### src/rtl/pwm_duty_generator.sv
// PWM generator: high time per 2^PERIOD_BITS-cycle window equals the active duty.
// New duty values are double-buffered and applied only on period boundaries.
module pwm_duty_generator #(
    parameter int PERIOD_BITS = 8,
    parameter int DUTY_WIDTH  = 16
) (
    input  logic                  clk,
    input  logic                  reset,
    input  logic                  enable,
    input  logic [DUTY_WIDTH-1:0] duty_in,
    input  logic                  duty_load,
    output logic                  duty_ack,
    output logic                  pwm_out,
    output logic                  period_start,
    output logic [DUTY_WIDTH-1:0] active_duty,
    output logic                  busy
);

    localparam logic [1:0] S_IDLE  = 2'd0;
    localparam logic [1:0] S_RUN   = 2'd1;
    localparam logic [1:0] S_DRAIN = 2'd2;

    localparam int PADW = DUTY_WIDTH + 1 - PERIOD_BITS;
    localparam logic [PERIOD_BITS-1:0] LAST = '1;
    localparam logic [DUTY_WIDTH:0] FULL = (DUTY_WIDTH+1)'(1) << PERIOD_BITS;

    logic [1:0]             r_state;
    logic [PERIOD_BITS-1:0] r_cnt;
    logic [DUTY_WIDTH-1:0]  r_pend;
    logic                   r_pend_v;
    logic [DUTY_WIDTH-1:0]  r_active;
    logic                   r_pwm;
    logic                   r_start;
    logic                   r_ack;
    logic                   r_busy;

    logic [1:0]             w_state_n;
    logic [PERIOD_BITS-1:0] w_cnt_n;
    logic [DUTY_WIDTH-1:0]  w_pend_n;
    logic                   w_pend_v_n;
    logic [DUTY_WIDTH-1:0]  w_active_n;
    logic                   w_start_n;
    logic                   w_ack_n;
    logic                   w_last;
    logic [DUTY_WIDTH:0]    w_cnt_x;
    logic [DUTY_WIDTH:0]    w_act_x;
    logic [DUTY_WIDTH:0]    w_duty_eff;
    logic                   w_pwm_n;

    assign w_last = (r_cnt == LAST);

    always_comb begin
        w_state_n  = r_state;
        w_cnt_n    = r_cnt;
        w_pend_n   = r_pend;
        w_pend_v_n = r_pend_v;
        w_active_n = r_active;
        w_start_n  = 1'b0;
        w_ack_n    = 1'b0;
        case (r_state)
            S_IDLE: begin
                w_cnt_n = '0;
                if (duty_load) begin
                    w_active_n = duty_in;
                    w_ack_n    = 1'b1;
                end
                if (enable) begin
                    w_state_n = S_RUN;
                    w_start_n = 1'b1;
                end
            end
            S_RUN, S_DRAIN: begin
                w_cnt_n = r_cnt + PERIOD_BITS'(1);
                if (enable)
                    w_state_n = S_RUN;
                else
                    w_state_n = w_last ? S_IDLE : S_DRAIN;
                // A same-cycle load at the boundary beats the held pending value
                if (w_last) begin
                    w_start_n  = enable;
                    w_pend_v_n = 1'b0;
                    if (duty_load || r_pend_v) begin
                        w_active_n = duty_load ? duty_in : r_pend;
                        w_ack_n    = 1'b1;
                    end
                end else if (duty_load) begin
                    w_pend_n   = duty_in;
                    w_pend_v_n = 1'b1;
                end
            end
            default: begin
                w_state_n = S_IDLE;
                w_cnt_n   = '0;
            end
        endcase
    end

    assign w_cnt_x    = {{PADW{1'b0}}, w_cnt_n};
    assign w_act_x    = {1'b0, w_active_n};
    assign w_duty_eff = (w_act_x > FULL) ? FULL : w_act_x;
    assign w_pwm_n    = (w_state_n != S_IDLE) && (w_cnt_x < w_duty_eff);

    always_ff @(posedge clk or posedge reset) begin
        if (reset) begin
            r_state  <= S_IDLE;
            r_cnt    <= '0;
            r_pend   <= '0;
            r_pend_v <= 1'b0;
            r_active <= '0;
            r_pwm    <= 1'b0;
            r_start  <= 1'b0;
            r_ack    <= 1'b0;
            r_busy   <= 1'b0;
        end else begin
            r_state  <= w_state_n;
            r_cnt    <= w_cnt_n;
            r_pend   <= w_pend_n;
            r_pend_v <= w_pend_v_n;
            r_active <= w_active_n;
            r_pwm    <= w_pwm_n;
            r_start  <= w_start_n;
            r_ack    <= w_ack_n;
            r_busy   <= (w_state_n != S_IDLE);
        end
    end

    assign pwm_out      = r_pwm;
    assign period_start = r_start;
    assign duty_ack     = r_ack;
    assign active_duty  = r_active;
    assign busy         = r_busy;

endmodule

### config.mk
export PLATFORM = sky130hd
export DESIGN_NAME = pwm_duty_generator
export DESIGN_NICKNAME = d
export VERILOG_FILES = /design/src/rtl/pwm_duty_generator.sv
export SDC_FILE = /design/constraint.sdc
export NUM_CORES = 1
export LEC_CHECK = 0
export ABC_AREA = 1
export CAP_MARGIN = 25
export CELL_PAD_IN_SITES_DETAIL_PLACEMENT = 1
export CELL_PAD_IN_SITES_GLOBAL_PLACEMENT = 2
export CORE_MARGIN = 2
export CORE_UTILIZATION = 28
export CTS_CLUSTER_DIAMETER = 30
export CTS_CLUSTER_SIZE = 40
export DETAILED_ROUTE_END_ITERATION = 6
export PLACE_DENSITY_LB_ADDON = 0.25
export REMOVE_ABC_BUFFERS = 1
export SETUP_SLACK_MARGIN = 0.02
export SLEW_MARGIN = 0
export SYNTH_ARGS = -nofsm -noshare
export SYNTH_HDL_FRONTEND = slang
export SYNTH_SLANG_ARGS = --single-unit
### constraint.sdc
create_clock -name clk -period 2.35 [get_ports clk]
set_input_delay 0.235 -clock clk [delete_from_list [all_inputs] [get_ports clk]]
set_output_delay 0.235 -clock clk [all_outputs]
set_load 0.01 [all_outputs]
==> run metrics, run 1 <==
routed vias/inst=4.63; post-route setup slack=-0.434 ns; Mapped Area=around 3100 µm²; pwr/cell area=approximately 1300 nW/µm²; post-DP HPWL=approximately 7800 µm; crit-path most repeated cell=nand2_1; insertion delay to the later sink of the worst-skew pair=0.32 ns; relative slew slack=0.647; DRC Markers=0; Slew Viols, Final=0; Slew @ Worst Pin=approximately 0.53 ns; sequential element share of the synthesized area=0.379; DIE AREA=roughly 12000 µm²; vias in the first global route=3421; routed len/inst=about 15 µm; class of the worst hold path=in -> async; Ports=40; most area-hungry cell type in the Yosys netlist=dfrtp_1; commonest non-fill, non-tap cell in the layout=nand2_1; Worst Path Max Fanout=7; RePlAce Congestion=0.794; Setup crit end kind=flop; Pleak=about 2.4 nW; crit path DAT=around 3 ns; Core ar.=between 10000 and 15000 µm²; global-route wire length before repair=17200 µm; Cell variety after synth=39; RSZ-0062 raised after global routing=yes; Rows=38; share of cells above drive strength 1=0.286; CTS clock-pin slew for the worst setup and hold paths=roughly 0.1 ns; MaxCap Viol Count=0; minimum clock period=2.78 ns; via count=around 3200; filler instances=between 1000 and 1500; # placed instances=between 600 and 700; Starting Density=0.286; final count of hold timing violations=0; Setup TNS Final=-0.434 ns; footprint of the multi-input gates=around 1700 µm²; cell count after synthesis=432; worst hold slack=0.265 ns; period utilization=1.18; ys async rst share=1.00; Total Wirelength=roughly 10000 µm; Max clock buf depth=2; Fmax=between 300 and 400 MHz; CTS Buf Count=5; die width=roughly 110 µm; Iter 0 DRT Violations=117; EDFF count, synth=0; largest net degree at the start of global routing=30; initial antenna violation count=0; CTS tree=yes; CP Launch Type=flop; synth warn=0; status=finished with violations; WS Path Type=reg -> reg; die height=roughly 110 µm; Critical Path RT=around 2.6 ns; top cells by area, synth=dfrtp_1 38%, nand2_1 17%, inv_1 7.4%; Placement Setup Slack=-0.852 ns; Layout Nets=roughly 580; syn_area_per_cell=between 7 and 8 µm²; top cell type's share of synthesized area=0.379; gr ovfl total=0; area growth from synthesis to layout=47.1%; CTS Root Cell=clkbuf_8; worst r2r path cells=26; Top FF cell, synth=dfrtp_1; Num Clock Sinks=47; CP peak stage delay=slightly below 0.4 ns; antenna cell count=0; CP max stage cell=dfrtp_1; Seq cells post-synth=47; most frequent cells in the layout=123 x nand2_1, 81 x buf_4, 60 x inv_1, 47 x dfrtp_1, 39 x clkdlybuf4s50_1; Global Route Usage Sum=0.188; Buffers on Ports=39; Non-Filler Instances=around 700; register area=1180 µm²; Pre-antenna DRT Iters=5; maximum vdd drop=~0.00045 V; H-tree levels=2; R2R setup slack=-0.43 ns; clock skew=0.00560 ns; Detail Route Antenna Nets=0; final count of negative-setup-slack endpoints=1; failing checks=setup timing
-- Yosys cell counts (5+ instances only) --
library cell	number
a21oi_1	25
nor2_1	29
inv_1	61
ha_1	10
nand2_2	8
nand4_1	8
nand2_4	5
nand3_1	18
nand2_1	139
clkbuf_1	6
dfrtp_1	47
o21ai_0	26
a211oi_1	6
-- critical path, delay by kind of cell (launching register included) --
| family | cells | cell delay (ns) |
|---|---|---|
| flops | 1 | 0.39 |
| compound gates | 1 | 0.05 |
| buf+inv | 5 | 0.49 |
| simple gates | 18 | 1.29 |
| fa+ha+maj | 2 | 0.45 |
-- power by group --
part	internal (mW)	switching [mW]	leakage (nW)
Combinational	1.81	2.10	1.76
Sequential	1.18	0.199	0.584
Clock	0.270	0.314	0.0515
Total	3.25	2.62	2.39
-- routing by layer --
| metal | track usage | share of wire | routed length (µm) |
|---|---|---|---|
| met1 | 0.260 | 0.48 | 4980 |
| met2 | 0.312 | 0.48 | 4970 |
| met3 | 0.0243 | 0.031 | 328 |
| met4 | 0.0443 | 0.015 | 155 |
| met5 | 0 | 0 | 0 |
-- area by class of cell --
| type | instances | area share |
|---|---|---|
| multi-input combinational | 299 | 0.366 |
| sequential | 47 | 0.257 |
| timing repair buffer | 130 | 0.257 |
| inverter | 69 | 0.0600 |
| tap | 140 | 0.0383 |
| clock buffer | 8 | 0.0219 |
-- cells by family after synthesis --
logic type | count (synthesis) | share of synthesized area
compound gates | 69 | 0.127
xor+xnor | 1 | 0.00282
fa+ha+maj | 10 | 0.0403
buf+inv | 87 | 0.131
flops | 47 | 0.379
simple gates | 218 | 0.320
-- registers in the layout, indices dropped and copies added, names as in the netlist --
signal / cells
active_duty: 16
duty_ack: 1
r_state: 2
pwm_out: 1
r_pend_v: 1
r_pend: 16
period_start: 1
r_cnt: 8
busy: 1
-- worst paths after layout --
path                                   startpoint                     end
max in group asynchronous                   reset   r_pend[4]$_DFFE_PP0P_
hold reg to reg            r_pend[15]$_DFFE_PP0P_  r_pend[15]$_DFFE_PP0P_
hold / removal                              reset      r_cnt[0]$_DFF_PP0_
min in group clk           r_pend[15]$_DFFE_PP0P_  r_pend[15]$_DFFE_PP0P_
setup reg to reg               r_cnt[0]$_DFF_PP0_       pwm_out$_DFF_PP0_
setup / recovery               r_cnt[0]$_DFF_PP0_       pwm_out$_DFF_PP0_
-- metrics by stage --
step,util,instance area (µm²),power (mW)
after CTS,0.413,4480,5.87
after floorplan,-,2970,3.17
after global routing,0.421,4570,6.47
final,0.421,4570,5.87
after global placement,0.389,4220,5.05
after detailed placement,0.389,4220,5.14
-- timing repair --
item / 4_1_cts / 5_1_grt
hold buffers: 0 / 0
gates resized for setup: 21 / 14
gates cloned: 1 / 0
setup buffers: 5 / 5
setup endpoints to repair: 1 / 1
pin swaps: 15 / 18
No activity file was read; power rests on OpenSTA's default activity.
==> run 2, diff against run 1 <==
- CORE_MARGIN: 2 -> 4
- TNS_END_PERCENT: unset -> 100
==> run metrics, run 2 (synthesis results as in run 1) <==
Sw Pwr=2.57 mW (-1.7%); Max clock buf depth=2 (unchanged); class of the worst hold path=in -> async; Pleak=2.37 nW (-1.1%); Worst Path Max Fanout=8 (+1); post-DP HPWL=7670 µm (-1.4%); relative slew slack=0.664 (+0.0171); Starting Density=0.286 (unchanged); initial antenna violation count=0 (unchanged); status=finished with violations; # placed instances=675 (+0.15%); MaxCap Viol Count=0 (unchanged); Global Route Usage Sum=0.167 (-0.0205); Int Power=3.28 mW (+0.78%); routed len/inst=14.8 µm (-1.6%); routed vias/inst=4.54 (-1.9%); Pre-antenna DRT Iters=4 (-1); RePlAce Congestion=0.757 (-4.7%); Placement Setup Slack=-0.823 ns (+0.0293 ns); Critical Path RT=2.59 ns (+0.03 ns); CTS clock-pin slew for the worst setup and hold paths=0.10 ns (about the same); period utilization=1.20 (+0.0165); most frequent cells in the layout=125 x nand2_1, 79 x buf_4, 60 x inv_1, 47 x dfrtp_1, 39 x clkdlybuf4s50_1; via count=3137 (-2.2%); FF-to-FF Start=r_cnt[1]$_DFF_PP0_; filler instances=1352 (+1.5%); Slew @ Worst Pin=0.500 ns (-0.0255 ns); Sw Share=0.440 (-0.00618); Total Wirelength=10200 µm (-1.9%); antenna cell count=0 (unchanged); CTS Root Cell=clkbuf_8; pwr/cell area=1280 nW/µm² (-0.28%); Layout Nets=580 (-0.34%); share of cells above drive strength 1=0.276 (-0.00985); Ports=40 (unchanged); Setup crit end kind=flop; Critical Path Sink=pwm_out$_DFF_PP0_; area growth from synthesis to layout=47.0% (about the same); commonest non-fill, non-tap cell in the layout=nand2_1; register share of total power=0.235 (about the same); Buffers on Ports=39 (unchanged); Core ar.=10800 µm² (unchanged); worst r2r dst=pwm_out$_DFF_PP0_; minimum clock period=2.82 ns (+0.0388 ns); insertion delay to the later sink of the worst-skew pair=0.32 ns (about the same); gr ovfl total=0 (unchanged); Final Power=5.85 mW (-0.33%); Num Clock Sinks=47 (unchanged); RSZ-0062 raised after global routing=yes; failing checks=setup timing; Crit. Startpoint=r_cnt[1]$_DFF_PP0_; WS Path Type=reg -> reg; Detail Route Antenna Nets=0 (unchanged); die width=113 µm (+3.7%); final count of hold timing violations=0 (unchanged); maximum vdd drop=0.000584 V (+30%); H-tree levels=2 (unchanged); global-route wire length before repair=17100 µm (-0.60%); worst r2r path cells=25 (-3.8%); Rows=38 (unchanged); Iter 0 DRT Violations=97 (-17%); R2R setup slack=-0.47 ns (-0.04 ns); die height=113 µm (+3.7%); vias in the first global route=3293 (-3.7%); Clock Power Share=0.112 (+0.013); largest net degree at the start of global routing=30 (unchanged); Non-Filler Instances=691 (-0.29%); final count of negative-setup-slack endpoints=1 (unchanged); CTS Buf Count=5 (unchanged); DIE AREA=12800 µm² (+7.5%); Logic pwr share=0.654 (-0.012); DRC Markers=0 (unchanged); CTS tree=yes; crit path DAT=3.06 ns (+0.06 ns); clock skew=0.0150 ns (+0.00936 ns); Fmax=354 MHz (-1.4%); CP Launch Type=flop; post-route setup slack=-0.473 ns (-0.0388 ns); Slew Viols, Final=0 (unchanged)
run 2: cell types whose count changed in the layout (fill, tap and decap cells not counted), moves of 2 or more:
cell	delta
buf_4	-2
clkinv_1	+2
ha_1	-2
inv_2	-2
nand2_1	+2
nand2_4	-2
nand3_1	+2
nand3_2	-2
run 2: power by group through the flow:
stage / Clock [mW] / Combinational, mW / Sequential [mW]
finish: 0.655 / 3.82 / 1.37
global route: 0.710 / 4.29 / 1.42
CTS: 0.684 / 3.81 / 1.38
detailed placement: 0 / 3.71 / 1.39
global placement: 0 / 3.64 / 1.38
floorplan: 0 / 1.75 / 1.42
run 2: critical path, cell delays in order (launching register included):
cell and delay, ns:
dfrtp_1 0.38, ha_2 0.19, nand2_2 0.07, nor2_4 0.10, buf_12 0.14, nand2_8 0.07, nor2_8 0.17, nand2_2 0.06
nand3_1 0.07, nand2_1 0.05, nand2_1 0.09, nand2_1 0.06, clkinv_1 0.05, nand2_2 0.07, nor2_2 0.12, nand2_2 0.06
nand2_4 0.11, nand2_1 0.09, ha_1 0.28, nand2_1 0.06, inv_1 0.04, nand2_1 0.07, nand2_2 0.06, nand2_1 0.06
nand2_1 0.06, a21oi_2 0.15
run 2: per-layer routing:
layer	vias up	wire [µm]	track usage
met4	0	155	0.0497
met5	-	0	0
li1	1587	-	-
met3	11	325	0.0235
met2	55	4880	0.280
met1	1484	4880	0.224
run 2: layout make-up:
type	instances	area, µm²	share of cell area
timing repair buffer	128	1170	0.255
inverter	69	274	0.0600
multi-input combinational	299	1660	0.363
sequential	47	1180	0.258
tap	140	175	0.0384
clock buffer	6	82.6	0.0181
clock inverter	2	35.0	0.00767
run 2: worst min-delay path by stage:
| stage | startpoint | end | slack [ns] | cells after the start |
|---|---|---|---|---|
| after floorplan | enable | r_state[1]$_DFF_PP0_ | 0.32 | 1 |
| after global placement | r_pend[3]$_DFFE_PP0P_ | r_pend[3]$_DFFE_PP0P_ | 0.46 | 2 |
| after detailed placement | r_pend[6]$_DFFE_PP0P_ | r_pend[6]$_DFFE_PP0P_ | 0.47 | 2 |
| after CTS | reset | r_cnt[2]$_DFF_PP0_ | 0.28 | 2 |
| after global routing | reset | r_cnt[2]$_DFF_PP0_ | 0.32 | 2 |
| final | reset | r_cnt[2]$_DFF_PP0_ | 0.26 | 2 |
run 2: timing repair:
item                       in CTS  in global routing
resized for setup              16                 11
setup endpoints to repair       1                  1
hold buffers                    0                  0
setup buffers                   3                  4
gates cloned                    1                  0
pin swaps                       7                  8
run 2: stage by stage:
stage	util	hold WS [ns]	cell area (µm²)	setup TNS, ns
5_1_grt	0.421	0.316	4570	-0.727
3_5_place_dp	0.391	0.474	4240	-0.823
2_1_floorplan	-	0.317	2970	-0.430
6_report	0.421	0.260	4570	-0.473
4_1_cts	0.414	0.281	4490	-0.457
3_3_place_gp	0.391	0.462	4240	-0.714
==> variant 1 (config.mk and constraints of run 1) <==
`DUTY_WIDTH`: 16 -> 32.
--- a/src/rtl/pwm_duty_generator.sv
+++ b/src/rtl/pwm_duty_generator.sv
@@ -2,7 +2,7 @@
 // New duty values are double-buffered and applied only on period boundaries.
 module pwm_duty_generator #(
     parameter int PERIOD_BITS = 8,
-    parameter int DUTY_WIDTH  = 16
+    parameter int DUTY_WIDTH  = 32
 ) (
     input  logic                  clk,
     input  logic                  reset,
Ports: changed (resized active_duty and duty_in); port bits go from 40 to 72. The function was not compared with the original's and may differ.
==> variant 1 against run 1 <==
- the run still ends with setup timing left
- worst setup slack worse by 0.34 ns
- sequential power up 77%
- area after synthesis up 57%
- clock power up 140%
- power up 75%
- cell area up 65%
- sequential cell count up 32
- wire length up 78%
==> variant 1: results (changes against run 1) <==
Global route
  • Met3 Use GR: 2.68% (+0.25 points)
  • First-pass GRT wire length: 30600 um (+78%)
  • Met1 Usage GRT: 26.0% (about the same)
  • M2 GR Usage: 39.0% (+7.8 points)

Route
  • Drt pass-1 iters: 4 (-1)
  • Routed via count: 5344 (+67%)
  • Drt total wl: 18600 um (+78%)
  • DRT met1 WL: 8280 um (+66%)
  • Routed wl met2: 9580 um (+93%)

Cells and area
  • Final nets: 937 (+61%)
  • Non-clk buf share: 26.7% (+1.1 points)
  • Final Non-Filler Cells: 1121 (+62%)
  • Clock buf/inv share: 3.66% (+1.5 points)
  • Repair and plain buffers: 218 (+68%)
  • Layout cells sized above 1: 26.0% (-2.6 points)
  • CLK BUF: 12 (+4)
  • Fillcell total: 2130 (+60%)
  • Multi-input gates: 491 (+64%)

STA
  • Slew margin rel.: 54.5% (-10 points)
  • Post-route clock skew: 0.00544 ns (-0.000164 ns)
  • Setup violators final: 1 (unchanged)
  • Setup slack after layout: -0.773 ns (-0.339 ns)

Logic synthesis
  • Top cells by area, synth: dfrtp_1, nand2_1, inv_1, nand3_1, o21ai_0
  • Yosys top cell area share: 40.5% (+2.7 points)
  • FF+latch count, synth: 79 (+68%)
  • Synth top cells by count: nand2_1, inv_1, dfrtp_1
  • XOR/XNOR share of the synthesized area: 0% (-0.28 points)
  • Mapped Avg Cell Area: 7.01 sq um (-2.5%)
  • Distinct cells, synth: 34 (-13%)
  • Synth Area in Compound Gates: 16.0% (+3.3 points)
  • Post-synthesis sequential area ratio: 40.5% (+2.7 points)
  • Synth Area in Adders: 2.56% (-1.5 points)

CTS
  • Postcts setup bufs: 36 (+31)
  • H-tree depth: 3 (+1)
  • Clk root buf: clkbuf_16
  • Post-cts resize count: 37 (+76%)
  • Clock buffer count from CTS: 9 (+4)
  • Clock latency on the worst-skew pair: 0.35 ns (+0.03 ns)
  • Reg clk slew, reported paths: 0.06 ns (-0.04 ns)

Power and ir drop
  • Final Total Pwr: 10.3 mW (+75%)
  • Int Pwr: 5.78 mW (+78%)
  • Leak: 3.79 nW (+58%)
  • Flop pwr share: 23.6% (+0.2 points)

Place
  • HPWL Detailed: 12400 um (+60%)
  • PortBufs: 71 (+82%)
  • GP Congestion: 0.812 (+2.3%)

Outcome
  • Outcome: complete, but fails checks
  • Failing checks: setup timing

Worst setup path
  • Critical path arrival: 3.35 ns (+0.35 ns)
  • CP max FO: 6 (-1)
## variant 1: path summary, 6_finish.rpt
kind                       startpoint         endpoint  slack (ns)  cells past startpoint
min reg2reg                r_pend[20]       r_pend[20]        0.49                      2
max in group asynchronous       reset  active_duty[13]        1.66                      3
min                             reset       r_pend[17]        0.28                      3
max reg2reg                  r_cnt[0]          pwm_out       -0.77                     24
min in group clk            duty_load         r_pend_v        0.38                      3
max                          r_cnt[0]          pwm_out       -0.77                     24
## variant 1: through the flow
| stage | area, sq um | util, % | setup slack, ns | TNS, ns |
|---|---|---|---|---|
| after global placement | 6710 | 39.1 | -0.680 | -0.680 |
| after floorplan | 4710 | - | -1.01 | -6.40 |
| after CTS | 7470 | 43.5 | -0.751 | -2.09 |
| after detailed placement | 6710 | 39.1 | -0.868 | -0.868 |
| after global routing | 7550 | 44.0 | -0.992 | -0.992 |
| final | 7550 | 44.0 | -0.773 | -0.773 |
==> variant 2 (settings of run 1) <==
Made on the original files. Register the input `duty_load` before use, without a reset. The logic sees it one clock later. The other inputs are not delayed to match.
--- a/src/rtl/pwm_duty_generator.sv
+++ b/src/rtl/pwm_duty_generator.sv
@@ -23,6 +23,12 @@
     localparam int PADW = DUTY_WIDTH + 1 - PERIOD_BITS;
     localparam logic [PERIOD_BITS-1:0] LAST = '1;
     localparam logic [DUTY_WIDTH:0] FULL = (DUTY_WIDTH+1)'(1) << PERIOD_BITS;
+
+    logic duty_load_q;
+
+    always_ff @(posedge clk) begin
+        duty_load_q <= duty_load;
+    end
 
     logic [1:0]             r_state;
     logic [PERIOD_BITS-1:0] r_cnt;
@@ -60,7 +66,7 @@
         case (r_state)
             S_IDLE: begin
                 w_cnt_n = '0;
-                if (duty_load) begin
+                if (duty_load_q) begin
                     w_active_n = duty_in;
                     w_ack_n    = 1'b1;
                 end
@@ -79,11 +85,11 @@
                 if (w_last) begin
                     w_start_n  = enable;
                     w_pend_v_n = 1'b0;
-                    if (duty_load || r_pend_v) begin
-                        w_active_n = duty_load ? duty_in : r_pend;
+                    if (duty_load_q || r_pend_v) begin
+                        w_active_n = duty_load_q ? duty_in : r_pend;
                         w_ack_n    = 1'b1;
                     end
-                end else if (duty_load) begin
+                end else if (duty_load_q) begin
                     w_pend_n   = duty_in;
                     w_pend_v_n = 1'b1;
                 end
Behaviour: not the same (Yosys sat finds a counterexample within 4 cycles, from zero or initial values and one cycle with reset high).
==> variant 2 against run 1 <==
- the flow still finishes with violations (setup timing)
- wire length fell by 0.34%
- sequential share of layout area rose by 0.42 points
- sequential cell count rose by 1
- cell area barely moved
- area after synthesis rose by 0.64%
- clock skew rose by 0.0074 ns
- worst setup slack got worse by 0.063 ns
- power rose by 2.8%
==> variant 2: results (changes against run 1) <==
STA
  • Post-route clock skew: 0.0130 ns (+0.00737 ns)
  • Setup violators final: 1 (unchanged)
  • Slew margin rel.: 65.1% (+0.48 points)
  • Setup slack after layout: -0.497 ns (-0.0630 ns)

Global route
  • GR Util All Layers: 18.4% (-0.41 points)
  • First-pass GRT wire length: 16800 um (-2.2%)
  • Vias in the first global route: 3402 (-0.56%)
  • Initial antenna violation count: 0 (unchanged)

Route
  • Drt total wl: 10400 um (-0.34%)
  • Routed via count: 3200 (-0.22%)
  • Drt pass-1 iters: 4 (-1)
  • 1st-iter DRT viols: 110 (-6.0%)

Power and ir drop
  • P_comb: 4.01 mW (+3%)
  • Int Pwr: 3.32 mW (+2.1%)
  • Flop pwr share: 23.0% (-0.4 points)
  • Maximum VDD drop: 0.854 mV (+91%)
  • Leak: 2.40 nW (+0.27%)

Logic synthesis
  • Async S/R FF share, synth: 97.9% (-2.1 points)
  • Top cells by area, synth: dfrtp_1, nand2_1, inv_1, o21ai_0, a21oi_1
  • Post-synthesis sequential area ratio: 38.3% (+0.40 points)
  • Distinct cells, synth: 40 (+2.6%)
  • FF+latch count, synth: 48 (+2.1%)
  • Yosys top cell area share: 37.6% (-0.24 points)

Cells and area
  • Final nets: 578 (-0.69%)
  • Final Non-Filler Cells: 689 (-0.58%)
  • Layout cells sized above 1: 28.1% (-0.52 points)

Place
  • GP Congestion: 0.834 (+5.0%)
  • HPWL Detailed: 7780 um (about the same)
  • Inst Count DP: 673 (-0.15%)

Outcome
  • Outcome: complete, but fails checks
  • Failing checks: setup timing

Worst setup path
  • Critical path arrival: 3.10 ns (+0.10 ns)
## variant 2: cells by family after synthesis
logic type               synth area share (%)
XOR/XNOR                                0.280
AND/OR/NAND/NOR                          31.8
flip-flops                               38.3
buffers and inverters                    13.0
adder cells (fa/ha/maj)                  4.00
AO/OA/AOI/OAI                            12.6
## variant 2: layout make-up
type	instances	area [sq um]	share of cell area (%)
flip-flops and latches	48	1200	26.2
clock buffers	5	68.8	1.51
clock inverters	3	42.5	0.931
inverters	69	274	6.00
well taps	140	175	3.83
repair buffers	125	1120	24.5
multi-input cells	299	1700	37.1
## variant 2: per-layer routing
metal | wire length [um] | up-vias | track usage [%] | share of wire (%)
met5 | 0 | - | 0 | 0
met4 | 121 | 0 | 4.43 | 1.2
met3 | 269 | 11 | 2.13 | 2.6
met2 | 5280 | 41 | 33.5 | 51
met1 | 4730 | 1560 | 23.0 | 45
li1 | - | 1588 | - | -
## variant 2: final timing paths
| path | start | cells past startpoint | to | slack, ns |
|---|---|---|---|---|
| setup / recovery | r_cnt[0] | 22 | pwm_out | -0.50 |
| hold / removal | reset | 2 | active_duty[3] | 0.28 |
| setup reg to reg | r_cnt[0] | 22 | pwm_out | -0.50 |
| hold reg to reg | r_pend[6] | 2 | r_pend[6] | 0.50 |
| max in group asynchronous | reset | 3 | active_duty[7] | 1.53 |
| min in group clk | duty_load | 1 | duty_load_q | 0.36 |
## variant 2: through the flow
stage	power (mW)	hold WS (ns)	setup slack [ns]	instance area, sq um	TNS, ns
3_3_place_gp	5.06	0.461	-0.514	4230	-0.514
2_1_floorplan	3.20	0.263	-0.540	2990	-0.540
6_report	6.04	0.275	-0.497	4570	-0.497
3_5_place_dp	5.17	0.472	-0.574	4230	-0.574
4_1_cts	5.95	0.293	-0.581	4480	-0.581
5_1_grt	6.58	0.336	-0.722	4570	-0.722
